$ cat config.mk
export PLATFORM = sky130hd
export DESIGN_NAME = uart_rx_core
export DESIGN_NICKNAME = d
export VERILOG_FILES = /design/src/rtl/uart_rx_core.sv
export SDC_FILE = /design/constraint.sdc
export NUM_CORES = 1
export LEC_CHECK = 0
export ABC_AREA = 1
export CAP_MARGIN = 20
export CORE_ASPECT_RATIO = 1.1
export CORE_MARGIN = 4
export CORE_UTILIZATION = 55
export DETAILED_ROUTE_END_ITERATION = 8
export PLACE_DENSITY = 0.75
export SLEW_MARGIN = 10
export SYNTH_ARGS = -nofsm -noshare
export SYNTH_HDL_FRONTEND = slang
export SYNTH_SLANG_ARGS = --single-unit
$ cat constraint.sdc
create_clock -name clk -period 4.4 [get_ports clk]
set_input_delay 0.88 -clock clk [delete_from_list [all_inputs] [get_ports clk]]
set_output_delay 0.88 -clock clk [all_outputs]
set_load 0.05 [all_outputs]
$ cat src/rtl/uart_rx_core.sv
// rtl/uart_rx_core.sv - UART byte receiver, 8N1 LSB first, centre sampling; even parity with UART_RX_PARITY_EN
module uart_rx_core #(
    parameter int CLKS_PER_BIT = 5120
) (
    input  logic       clk,
    input  logic       reset,
    input  logic       RXD,
    input  logic       rx_en,
    output logic [7:0] rx_data,
    output logic       rx_done,
    output logic       frame_err,
    output logic       busy
);

    localparam logic [15:0] HALF_M1 = 16'(CLKS_PER_BIT / 2 - 1);
    localparam logic [15:0] BIT_M1  = 16'(CLKS_PER_BIT - 1);

`ifdef UART_RX_PARITY_EN
    typedef enum logic [2:0] {S_IDLE, S_START, S_DATA, S_PARITY, S_STOP, S_WAIT_HIGH} state_t;
`else
    typedef enum logic [2:0] {S_IDLE, S_START, S_DATA, S_STOP, S_WAIT_HIGH} state_t;
`endif

    state_t      state, state_n;
    logic        sync1, sync2, prev;
    logic [15:0] cnt, cnt_n;
    logic [2:0]  idx, idx_n;
    logic [7:0]  shreg, shreg_n;
    logic [7:0]  data_n;
    logic        done_n, ferr_n;
    logic        stop_ok;

`ifdef UART_RX_PARITY_EN
    logic par_bad, par_bad_n;
    assign stop_ok = sync2 && !par_bad;
`else
    assign stop_ok = sync2;
`endif

    assign busy = (state != S_IDLE);

    always_ff @(posedge clk) begin
        if (reset) begin
            sync1     <= 1'b1;
            sync2     <= 1'b1;
            prev      <= 1'b1;
            state     <= S_IDLE;
            cnt       <= 16'd0;
            idx       <= 3'd0;
            shreg     <= 8'h00;
            rx_data   <= 8'h00;
            rx_done   <= 1'b0;
            frame_err <= 1'b0;
`ifdef UART_RX_PARITY_EN
            par_bad   <= 1'b0;
`endif
        end else begin
            sync1     <= RXD;
            sync2     <= sync1;
            prev      <= sync2;
            state     <= state_n;
            cnt       <= cnt_n;
            idx       <= idx_n;
            shreg     <= shreg_n;
            rx_data   <= data_n;
            rx_done   <= done_n;
            frame_err <= ferr_n;
`ifdef UART_RX_PARITY_EN
            par_bad   <= par_bad_n;
`endif
        end
    end

    always_comb begin
        state_n = state;
        cnt_n   = cnt;
        idx_n   = idx;
        shreg_n = shreg;
        data_n  = rx_data;
        done_n  = 1'b0;
        ferr_n  = 1'b0;
`ifdef UART_RX_PARITY_EN
        par_bad_n = par_bad;
`endif
        case (state)
            S_IDLE: begin
                cnt_n = 16'd0;
                if (rx_en && !sync2 && prev) state_n = S_START;
            end
            S_START: begin
                // A line back high at half-bit means a glitch, not a start bit
                if (cnt == HALF_M1) begin
                    cnt_n   = 16'd0;
                    idx_n   = 3'd0;
                    state_n = sync2 ? S_IDLE : S_DATA;
                end else begin
                    cnt_n = cnt + 16'd1;
                end
            end
            S_DATA: begin
                if (cnt == BIT_M1) begin
                    cnt_n          = 16'd0;
                    shreg_n[idx]   = sync2;
                    idx_n          = idx + 3'd1;
`ifdef UART_RX_PARITY_EN
                    if (idx == 3'd7) state_n = S_PARITY;
`else
                    if (idx == 3'd7) state_n = S_STOP;
`endif
                end else begin
                    cnt_n = cnt + 16'd1;
                end
            end
`ifdef UART_RX_PARITY_EN
            S_PARITY: begin
                if (cnt == BIT_M1) begin
                    cnt_n     = 16'd0;
                    par_bad_n = (^shreg) ^ sync2;
                    state_n   = S_STOP;
                end else begin
                    cnt_n = cnt + 16'd1;
                end
            end
`endif
            S_STOP: begin
                // Leave at the stop-bit centre so a following start edge is not missed
                if (cnt == BIT_M1) begin
                    cnt_n = 16'd0;
                    if (stop_ok) begin
                        data_n  = shreg;
                        done_n  = 1'b1;
                        state_n = S_IDLE;
                    end else begin
                        ferr_n  = 1'b1;
                        state_n = sync2 ? S_IDLE : S_WAIT_HIGH;
                    end
                end else begin
                    cnt_n = cnt + 16'd1;
                end
            end
            S_WAIT_HIGH: begin
                if (sync2) state_n = S_IDLE;
            end
            default: state_n = S_IDLE;
        endcase
    end

endmodule

==> results by group, run 1 <==
Worst setup path
  • WP data required: 3520 ps
  • Critical Path Sink Type: primary output
  • WS Path Type: reg2out
  • CP max FO: 20
  • Top delay family on crit path: buffers and inverters
  • Critical Path Source Type: flop
  • Cell count along the critical path: 3
  • R2R depth: 8
  • Slowest CP cell: clkdlybuf4s50_1
  • Arrival time worst endpoint: 2180 ps
  • Worst path cell trace: nor2_1 > nand2_1 > clkdlybuf4s50_1
  • CP bufs+invs: 1
  • CP peak stage delay: 800 ps

CTS
  • CTS tree: built
  • Number of CTS-inserted buffers: 5
  • PostCTS Resize Cnt: 0
  • Post-CTS Setup Inserts: 0
  • Clock root cell: clkbuf_8
  • CTS clock-pin slew for the worst setup and hold paths: ~80 ps
  • Clk sinks: between 40 and 50
  • Cts hold-fix bufs: 0
  • Clk_lat worst skew: 300 ps
  • Clock Path Buffers: 2
  • Number of H-tree levels: 2

Final layout
  • Area growth syn-to-layout: 11.8%
  • Number of antenna diodes: 0
  • Layout cell share with drive strength beyond 1: just under 7%
  • Post-route design area: 0.00241 mm2
  • Nets: 344
  • Final core occ: 64.9%
  • Final std cells w/o fill: approximately 390

Logic synthesis
  • Sequential fraction of the synthesis area: between 30% and 40%
  • Async SR Flop Fraction: 0%
  • Most common cell in the netlist: nand2_1
  • Post-synthesis mux area share: 0%
  • Main combinational cell family by area after synthesis: simple AND/OR/NAND/NOR gates
  • Synth top cells by count: nand2_1, nor2_1, dfxtp_1
  • Synthesized Nets: between 300 and 400
  • Post-synth top area share: 40.0%
  • Post-synth EDFFs: 0
  • Mapped Cells: roughly 330
  • Synthesized flop and latch total: 43
  • Cell area after synthesis: between 0.002 and 0.0025 mm2
  • Adder-cell share of the synthesized area: ~1.7%
  • Count of cell types in the netlist: 25
  • Post-synthesis compound-gate area fraction: 7.67%
  • Largest area contributor in the netlist: dfxtp_1
  • Post-synthesis xor/xnor area fraction: 2.44%
  • Syn Area/Cell: roughly 6.6 um2
  • Post-synth top flop: dfxtp_1
  • Post-Synth Simple-Gate Area: around two fifths
  • Yosys warnings: 0
  • Synth area leaders: dfxtp_1, nand2_1, nor2_1

Die
  • Core ar.: between 0.003 and 0.004 mm2
  • Die area: about 0.005 mm2
  • Die height: 73.6 um
  • Die width: roughly 68 um
  • Starting Density: between 50% and 60%
  • IO Count: 15
  • Core Rows: 23

Detailed routing
  • WL per Instance: 10.8 um
  • Post-Route WL: between 4000 and 5000 um
  • Vias: approximately 1,900
  • Antenna viol nets, final: 0
  • Pre-Repair DR Iteration Count: 4
  • Initial drt markers: roughly 150
  • Routed vias/inst: 5.00
  • DRC viols: 0

Power and ir drop
  • Leak Pwr: 1.05 nW
  • Tot Pwr: between 800 and 900 uW
  • Cell Pwr Density: 370 mW/mm2
  • Peak supply drop: around 0.24 mV

GRT
  • Number of global-route vias before repair: between 1,500 and 2,000
  • Met3 usage: 3.36%
  • M2 GR Usage: between 30% and 40%
  • Met1 GRT Util: between 20% and 30%
  • Total GRT Usage: 20.1%
  • Most used routing layer: met2
  • Initial antenna violation count: 0
  • First-pass GRT wire length: 7560 um
  • Total global routing overflow: 0
  • Largest net degree at the start of global routing: 29

Placement
  • Detailed placement HPWL: ~2900 um
  • Dpl cell area: approximately 0.0023 mm2
  • Place WS: 1640 ps
  • Port Buffers: 14
  • Final GP Congestion: between 0.8 and 0.9
  • Placed Instances: 380

STA
  • Unrepaired setup endpoints after global routing: no
  • Fin crit period: just over 3000 ps
  • Setup violators final: 0
  • Final hold vios: 0
  • Fmax: about 330 MHz
  • PnR worst setup slack: 1340 ps
  • Slew HR: ~56%
  • Slew @ Worst Pin: 663 ps
  • Fin crit share: between 60% and 70%
  • Final Skew: between 5 and 6 ps
  • Hold WS: a little over 400 ps
  • Slew Viols, Final: 0
  • Total Neg Setup Slack: 0 ps

Run
  • Max Cap Viol: 0

Run status
  • Status: finished, final reports clean

Worst hold path
  • Worst min-delay path category: reg2reg
  • Worst hold stages: 1
routing by layer:
layer	vias to the layer above	part of all wire, %
met1	873	46
met2	18	50
li1	1043	-
met3	7	2.3
met4	0	2.1
met5	-	0
sequential cells by signal, indices dropped and copies added, names as in the netlist, 3 cells and up:
| register | flops |
|---|---|
| state | 3 |
| rx_data | 8 |
| idx | 3 |
| cnt | 16 |
| shreg | 8 |
area by class of cell:
class	count	area, um2
inverters	29	109
multi-input cells	243	1120
clock buffers	5	68.8
clock inverters	3	43.8
well taps	50	62.6
repair buffers	15	148
flip-flops and latches	43	861
fillers	352	1300
power breakdown:
group / switching, mW / internal, mW / total, mW
clock: 0.140 / 0.169 / 0.309
sequential: 0.0227 / 0.403 / 0.425
combinational: 0.110 / 0.0470 / 0.157
total: 0.272 / 0.619 / 0.891
logic make-up after synthesis:
group | after synthesis
and+or+nand+nor | 201
DFF | 43
buffers and inverters | 40
AOI/OAI and AO/OA | 33
xor gates and xnor gates | 6
adders and majority gates | 3
cells in the final DEF (no fill, tap or decap), types with 4 or more instances in the layout:
cell type / n
nand2_1: 98
nor2_1: 57
dfxtp_1: 43
nand3_1: 29
inv_1: 27
a21oi_1: 23
clkdlybuf4s50_1: 14
o21ai_0: 9
clkbuf_8: 5
nand2_2: 4
xor2_1: 4
worst paths after layout:
| path | start | endpoint | slack [ps] |
|---|---|---|---|
| max | state[2] | busy | 1340 |
| min | sync1 | stop_ok | 410 |
| max reg2reg | cnt[0] | rx_data[1] | 2510 |
| min reg2reg | sync1 | stop_ok | 410 |
No activity file was read; power rests on OpenSTA's default activity.
==> run 2, diff against run 1 <==
clock period = 3.2 ns   (was 4.4 ns; I/O delays follow)
==> run 2 against run 1 <==
Effect of this change: clock skew grew 7.7 ps; cell area is 0.52% higher; register-to-register slack lost 1200 ps; via count is 1.5% lower; routed wire length increased by 1.8%; total power grew 40%; highest routed layer unchanged; sequential power up 34%; critical endpoint unchanged; die area unchanged; clock-buffer cell count up 1; global-route usage decreased by 0.48 points; worst hold slack lost 2.8 ps; setup slack worse by 470 ps.
==> results by group, run 2 (synthesis results as in run 1) <==
STA
  • Slew @ Worst Pin: 503 ps
  • Fin crit period: between 2000 and 2500 ps
  • Slew HR: between 60% and 70%
  • Unrepaired setup endpoints after global routing: no
  • Setup violators final: 0
  • Total Neg Setup Slack: 0 ps
  • Slew Viols, Final: 0
  • Final hold vios: 0
  • PnR worst setup slack: 870 ps
  • Final Skew: 12.8 ps
  • Fin crit share: 72.8%
  • Fmax: between 400 and 500 MHz

Die
  • Die height: 73.6 um
  • Starting Density: approximately three fifths
  • Core ar.: 0.00371 mm2
  • Die width: around 68 um
  • Die area: roughly 0.0050 mm2
  • IO Count: 15
  • Core Rows: 23

Worst setup path
  • R2r setup slk: ~1300 ps
  • R2R depth: 8
  • Worst R2R Start: cnt[0]
  • Critical Path Source Type: flop
  • Critical Path Sink Type: primary output
  • Reg-to-Reg End: rx_data[2]
  • CP max FO: 5
  • WS Path Type: reg2out
  • WP data required: approximately 2600 ps
  • Arrival time worst endpoint: between 1500 and 2000 ps

Final layout
  • Register with the most flip-flops: cnt
  • Nets: around 350
  • Top Registers: cnt (16), rx_data (8), shreg (8)
  • Most frequent cells in the layout: nand2_1, nor2_1, dfxtp_1
  • Number of antenna diodes: 0
  • Max reg flops: 16
  • Area growth syn-to-layout: 12.4%
  • Layout cell share with drive strength beyond 1: ~7%
  • Fillers: 331
  • Commonest non-fill, non-tap cell in the layout: nand2_1

Worst hold path
  • Hold_sp: sync1
  • Worst hold stages: 1
  • Hold Path Sink: stop_ok
  • Worst min-delay path category: reg2reg

GRT
  • Total global routing overflow: 0
  • Largest net degree at the start of global routing: 29
  • Number of global-route vias before repair: approximately 1,800
  • Initial antenna violation count: 0
  • First-pass GRT wire length: roughly 7500 um
  • Total GRT Usage: about a fifth

Power and ir drop
  • Cell Pwr Density: a little over 500 mW/mm2
  • Leak Pwr: approximately 1.1 nW
  • Peak supply drop: around 0.33 mV

CTS
  • Clock root cell: clkbuf_8
  • Clk_lat worst skew: 300 ps
  • Number of CTS-inserted buffers: 5
  • CTS clock-pin slew for the worst setup and hold paths: around 80 ps
  • Clock Path Buffers: 2
  • PostCTS Resize Cnt: 0
  • Number of H-tree levels: 2
  • Cts hold-fix bufs: 0
  • Post-CTS Setup Inserts: 0
  • CTS tree: built
  • Clk sinks: 43

Placement
  • Place WS: roughly 1200 ps
  • Final GP Congestion: 0.852
  • Port Buffers: 14
  • Detailed placement HPWL: between 2000 and 3000 um

Detailed routing
  • Post-Route WL: between 4000 and 5000 um
  • Routed vias/inst: roughly 4.9
  • Antenna viol nets, final: 0
  • DRC viols: 0
  • WL per Instance: approximately 11 um
  • Vias: 1,912
  • Initial drt markers: 141
  • Pre-Repair DR Iteration Count: 4

Run status
  • Status: finished, final reports clean

Run
  • Max Cap Viol: 0
-- run 2: cell count changes in the layout (fill, tap and decap cells not counted) --
| cell | previous run | this run |
|---|---|---|
| clkinv_4 | 1 | 0 |
| buf_4 | 1 | 2 |
| clkbuf_8 | 5 | 6 |
-- run 2: how the worst max path moves through the flow --
stage | startpoint | slack [ps] | cells after the start | to
final | state[1] | 870 | 3 | busy
after global routing | state[0] | 750 | 3 | busy
after CTS | state[1] | 860 | 3 | busy
after detailed placement | reset | 1160 | 5 | frame_err
after global placement | reset | 1150 | 5 | frame_err
after floorplan | state[2] | 1560 | 3 | busy
-- run 2: layer usage --
layer,part of all wire [%],track usage [%]
met5,0,0
met1,45,23.4
met3,2.8,3.82
met4,1.7,10.6
met2,50,32.8
-- run 2: final cells by class --
| class | count | area, um2 | share of cell area, % |
|---|---|---|---|
| clock buffers | 6 | 82.6 | 3.41 |
| clock inverters | 2 | 35.0 | 1.45 |
| inverters | 29 | 109 | 4.49 |
| multi-input cells | 243 | 1120 | 46.1 |
| flip-flops and latches | 43 | 861 | 35.5 |
| well taps | 50 | 62.6 | 2.58 |
| repair buffers | 16 | 155 | 6.40 |
-- run 2: power breakdown --
group          switching, mW  total, mW  internal [mW]
clock                  0.184      0.436          0.253
combinational          0.169      0.238         0.0690
sequential            0.0158      0.570          0.554
-- run 2: worst max-delay path, stage by stage, from the launching register on --
cell and delay, ps:
dfxtp_1 390, inv_1 120, nand2_1 90, clkdlybuf4s50_1 790
-- run 2: through the flow --
stage	std cells	power, mW	utilization (%)	hold slack [ps]	instance area [um2]
floorplan	326	0.773	-	389	2150
global placement	381	0.819	62.1	393	2300
detailed placement	381	0.823	62.1	394	2300
CTS	389	1.26	65.3	413	2420
global route	389	1.31	65.3	438	2420
finish	389	1.24	65.3	412	2420
